**src/rtl/uart_tx_frame.sv**
```systemverilog
// uart_tx_frame: UART transmit framer. Consumes the one-cycle tx_clk baud
// tick and shifts a captured byte out on txd as start, data (LSB first),
// optional parity and stop bits, with a ready/start handshake upstream and a
// one-cycle tx_done pulse when the last stop bit completes.
//
// Handshake: a byte is transferred on any rising clk_50mhz edge where
// tx_start and tx_ready are both 1; tx_ready is high exactly while the FSM is
// IDLE, and tx_start / tx_data are ignored at every other edge.
module uart_tx_frame #(
    parameter int DATA_BITS = 8,
    parameter int PARITY    = 0,
    parameter int STOP_BITS = 1
) (
    input  logic       clk_50mhz,
    input  logic       rst_n,
    input  logic       tx_clk,
    input  logic [7:0] tx_data,
    input  logic       tx_start,
    output logic       tx_ready,
    output logic       tx_done,
    output logic       txd,
    output logic [2:0] dbg_state
);

    typedef enum logic [2:0] {
        S_IDLE  = 3'd0,
        S_SYNC  = 3'd1,
        S_START = 3'd2,
        S_DATA  = 3'd3,
        S_PAR   = 3'd4,
        S_STOP  = 3'd5
    } state_e;

    localparam logic [7:0] DATA_MASK  = 8'((16'd1 << DATA_BITS) - 16'd1);
    localparam logic [2:0] LAST_DATA  = 3'(DATA_BITS - 1);
    localparam logic [2:0] LAST_STOP  = 3'(STOP_BITS - 1);
    localparam bit         HAS_PARITY = (PARITY != 0);

    state_e     state_q, state_d;
    logic [7:0] shift_q, shift_d;
    logic [2:0] cnt_q, cnt_d;
    logic       par_q, par_d;
    logic       txd_q, txd_d;
    logic       done_q, done_d;
    logic [7:0] data_masked;

    // Unused upper data bits are cleared so they never reach the parity.
    assign data_masked = tx_data & DATA_MASK;

    // State register; reset returns the FSM to IDLE immediately.
    always_ff @(posedge clk_50mhz or negedge rst_n) begin
        if (!rst_n) begin
            state_q <= S_IDLE;
        end else begin
            state_q <= state_d;
        end
    end

    // Next-state logic: everything past IDLE advances only on a baud tick.
    always_comb begin
        state_d = state_q;
        case (state_q)
            S_IDLE:  if (tx_start) state_d = S_SYNC;
            S_SYNC:  if (tx_clk) state_d = S_START;
            S_START: if (tx_clk) state_d = S_DATA;
            S_DATA:  if (tx_clk && cnt_q == LAST_DATA) state_d = HAS_PARITY ? S_PAR : S_STOP;
            S_PAR:   if (tx_clk) state_d = S_STOP;
            S_STOP:  if (tx_clk && cnt_q == LAST_STOP) state_d = S_IDLE;
            default: state_d = S_IDLE;
        endcase
    end

    // Output/datapath logic: the value for each bit is loaded into txd on the
    // tick that starts that bit, so every bit lasts one full baud period.
    always_comb begin
        shift_d = shift_q;
        cnt_d   = cnt_q;
        par_d   = par_q;
        txd_d   = txd_q;
        done_d  = 1'b0;
        case (state_q)
            S_IDLE: begin
                txd_d = 1'b1;
                if (tx_start) begin
                    shift_d = data_masked;
                    par_d   = (PARITY == 1) ? ~(^data_masked) : (^data_masked);
                    cnt_d   = 3'd0;
                end
            end
            S_SYNC: begin
                if (tx_clk) txd_d = 1'b0;
            end
            S_START: begin
                if (tx_clk) begin
                    txd_d   = shift_q[0];
                    shift_d = {1'b0, shift_q[7:1]};
                    cnt_d   = 3'd0;
                end
            end
            S_DATA: begin
                // cnt_q is the index of the data bit currently on the line.
                if (tx_clk) begin
                    if (cnt_q == LAST_DATA) begin
                        txd_d = HAS_PARITY ? par_q : 1'b1;
                        cnt_d = 3'd0;
                    end else begin
                        txd_d   = shift_q[0];
                        shift_d = {1'b0, shift_q[7:1]};
                        cnt_d   = cnt_q + 3'd1;
                    end
                end
            end
            S_PAR: begin
                if (tx_clk) begin
                    txd_d = 1'b1;
                    cnt_d = 3'd0;
                end
            end
            S_STOP: begin
                // The counter is reused to count completed stop bits.
                if (tx_clk) begin
                    if (cnt_q == LAST_STOP) begin
                        done_d = 1'b1;
                    end else begin
                        cnt_d = cnt_q + 3'd1;
                    end
                end
            end
            default: begin
                txd_d = 1'b1;
            end
        endcase
    end

    // Datapath registers; txd resets high so the line idles during reset.
    always_ff @(posedge clk_50mhz or negedge rst_n) begin
        if (!rst_n) begin
            shift_q <= 8'd0;
            cnt_q   <= 3'd0;
            par_q   <= 1'b0;
            txd_q   <= 1'b1;
            done_q  <= 1'b0;
        end else begin
            shift_q <= shift_d;
            cnt_q   <= cnt_d;
            par_q   <= par_d;
            txd_q   <= txd_d;
            done_q  <= done_d;
        end
    end

    assign tx_ready  = (state_q == S_IDLE);
    assign tx_done   = done_q;
    assign txd       = txd_q;
    assign dbg_state = state_q;

endmodule

```
**config.mk**
```make
export PLATFORM = sky130hd
export DESIGN_NAME = uart_tx_frame
export DESIGN_NICKNAME = d
export VERILOG_FILES = /design/src/rtl/uart_tx_frame.sv
export SDC_FILE = /design/constraint.sdc
export NUM_CORES = 1
export LEC_CHECK = 0
export CORE_MARGIN = 3
export CORE_UTILIZATION = 45
export DETAILED_ROUTE_END_ITERATION = 7
export PLACE_DENSITY = 0.79
export SLEW_MARGIN = 20
export SYNTH_ARGS = -nofsm -noshare
export SYNTH_HDL_FRONTEND = slang
export SYNTH_SLANG_ARGS = --single-unit
```
**constraint.sdc**
```tcl
create_clock -name clk_50mhz -period 1.6 [get_ports clk_50mhz]
set_clock_uncertainty 0.05 [all_clocks]
set_input_delay 0.4 -clock clk_50mhz [delete_from_list [all_inputs] [get_ports clk_50mhz]]
set_output_delay 0.4 -clock clk_50mhz [all_outputs]
set_load 0.1 [all_outputs]
```
==> results.cfg <==
[route]
routed_wl_um = 2610
route.detailed.drc = 0
viasPerCell = 5.424
wl_per_cell_um = 17.28
first_pass_iters = 4
via_count = 819
drt_iter0_drc = 11
antenna_left = 0

[synth]
syn_avg_cell_area_um2 = 10.72
yosysWarnings = 0
synth_area_leaders = dfrtp_1 (42%), mux2_2 (16%), ha_1 (5.6%), mux2i_1 (3.3%), nand2_1 (3.3%)
seq_area_frac_synth_pct = 44.58
syn_nets = 100
ys_types = 24
syn_area_um2 = 900.9
ys_ff_latch = 16
yosysTopAreaCellShare_pct = 41.67
synth_top_area_cell = dfrtp_1
syn_inst = 84

[clock_network]
clockBufferDepth = 2
cts_tree = yes
cts.sinks = 16
numCtsBuffers = 3
clk_pin_slew_ns = 0.10
clock_latency_ns = 0.29
clock-root-buffer = clkbuf_4
cts.htree.levels = 1

[timing]
rsz0062_at_grt = yes
finalHoldViolCount = 0
slew_viol_final = 0
tightest_slew_ns = 0.2354
fmax_mhz = 529.1
setup_viol = 15
slew-limit-headroom_pct = 84.14
hold_ws_ns = 0.3762
worst_slack_ns = -0.2901
fin_crit_sh_pct = 118.1
fin_crit_ns = 1.890

[floorplanning]
dieArea_um2 = 2575
ioPinCount = 18
rows = 15
start_util_pct = 50.00
core_um2 = 1802
die_x_um = 50.74
fp.dieH_um = 50.74

[worst_setup_path]
slowest_stage = dfrtp_4
path_max_fanout = 3
end_kind = output pin
rr_worst_depth = 5
crit_top_cell = buf_6
required_ns = 1.15
critPathKind = flop to output pin
worstPathArrival_ns = 1.44
path_cells = buf_6, buf_6, nor3_4, buf_12
slowest_delay_ns = 0.49
crit_path_start_kind = flop

[status]
outcome = complete, but fails checks
failed_checks = setup timing

[final_layout]
n_antenna_cell = 0
n_fill_cell = 104
syn_to_final_growth_pct = 63.33
final_common_cell = buf_4
fin_nets = 143
final_cell_mix = buf_4 (17), dfrtp_1 (12), clkdlybuf4s50_1 (11)
drive_gt1_share_pct = 47.62
regArea_um2 = 412.9
multiInputGateArea_um2 = 504.2

[global_routing]
track_usage_pct = 21.76
first_global_vias = 852
overflow = 0
antenna_found_initial = 0
grt_max_degree = 17
grt_pass1_wl_um = 4015

[placed_design]
gp_congestion = 0.8525
pre_cts_slack_ns = -0.5167
dp_hpwl_um = 1572
port_buffers = 17

[flow_run]
maxCapViolCount = 0

[power_and_ir_drop]
vdd_drop_max_mv = 1.234
power_density_nw_per_um2 = 1791
p_leak_uw = 0.0007273

[worst_hold_path]
hp-class = primary input to async pin
## sequential cells by signal, summed over array words and instances (netlist names)
name       count
shift_q        8
txd            1
dbg_state      3
tx_done        1
cnt_q          3
## where the power goes
group	total, uW	switching, uW	leakage [uW]	internal [uW]
registers	691	112	0.000199	579
clock network	272	133	0.0000210	139
logic	1670	800	0.000508	872
total	2640	1050	0.000727	1590
## final timing paths
kind                         startpoint      endpoint  slack (ns)
max in group asynchronous         rst_n           txd        0.88
min in group clk_50mhz       shift_q[0]    shift_q[0]        0.47
min                               rst_n  dbg_state[1]        0.38
max                        dbg_state[0]      tx_ready       -0.29
max reg2reg                dbg_state[1]      cnt_q[2]       -0.24
min reg2reg                  shift_q[0]    shift_q[0]        0.47
## cell type report
| cell class | instances | area share, % |
|---|---|---|
| Multi-Input combinational cell | 58 | 34.27 |
| Clock buffer | 4 | 2.466 |
| Tap cell | 25 | 2.126 |
| Sequential cell | 16 | 28.06 |
| Inverter | 5 | 1.276 |
| Timing Repair Buffer | 43 | 31.80 |
## through the flow
stage / std cells / TNS (ns) / total power (uW) / cell area [um2] / util (%)
final: 151 / -3.015 / 2635 / 1471 / 81.67
after global placement: 141 / -5.063 / 2028 / 1323 / 73.40
after detailed placement: 141 / -5.413 / 2091 / 1323 / 73.40
after global routing: 151 / -3.758 / 2776 / 1471 / 81.67
after floorplan: 84 / -2.871 / 1617 / 953.4 / -
after CTS: 149 / -2.588 / 2539 / 1444 / 80.14
## Yosys cell counts
cell type / number
nor3_1: 3
a21o_1: 2
or3b_4: 1
mux2i_1: 3
nand3_1: 3
a21oi_4: 1
mux2_4: 1
o21ai_0: 4
nand2_1: 8
inv_1: 5
buf_2: 4
a41o_1: 1
dfrtp_1: 15
a2bb2oi_1: 1
clkbuf_1: 1
a21oi_1: 4
ha_1: 4
nand2b_1: 2
dfstp_2: 1
nor2_1: 4
o221ai_1: 1
mux2_2: 13
o32a_1: 1
a21boi_1: 1
## worst max-delay path: cells and delay by family, from the launching register on
kind | cells | cell delay (ns)
DFF | 1 | 0.49
buffers and inverters | 3 | 0.44
and+or+nand+nor | 1 | 0.21
## what timing repair did
action                                  in CTS  in global routing
endpoints found under the hold margin        0                  0
buffers inserted                             4                  2
resized for setup                           12                  5
gates cloned                                 0                  0
hold buffers                                 0                  0
endpoints found under the setup margin      14                 14
pin swaps                                    4                  1
## metal layers
layer	global-route usage (%)	part of all wire, %
met5	0	0
met4	8.072	2.5
met2	39.35	53
met1	25.52	42
met3	3.561	2.7
## kinds of logic after synthesis
| kind of cell | count (synthesis) | synth area share, % |
|---|---|---|
| adder cells (fa/ha/maj) | 4 | 5.556 |
| flip-flops | 16 | 44.58 |
| multiplexers | 17 | 21.25 |
| buffers and inverters | 10 | 4.722 |
| AO/OA/AOI/OAI | 16 | 12.92 |
| AND/OR/NAND/NOR | 21 | 10.97 |
No activity file was read; power rests on OpenSTA's default activity.
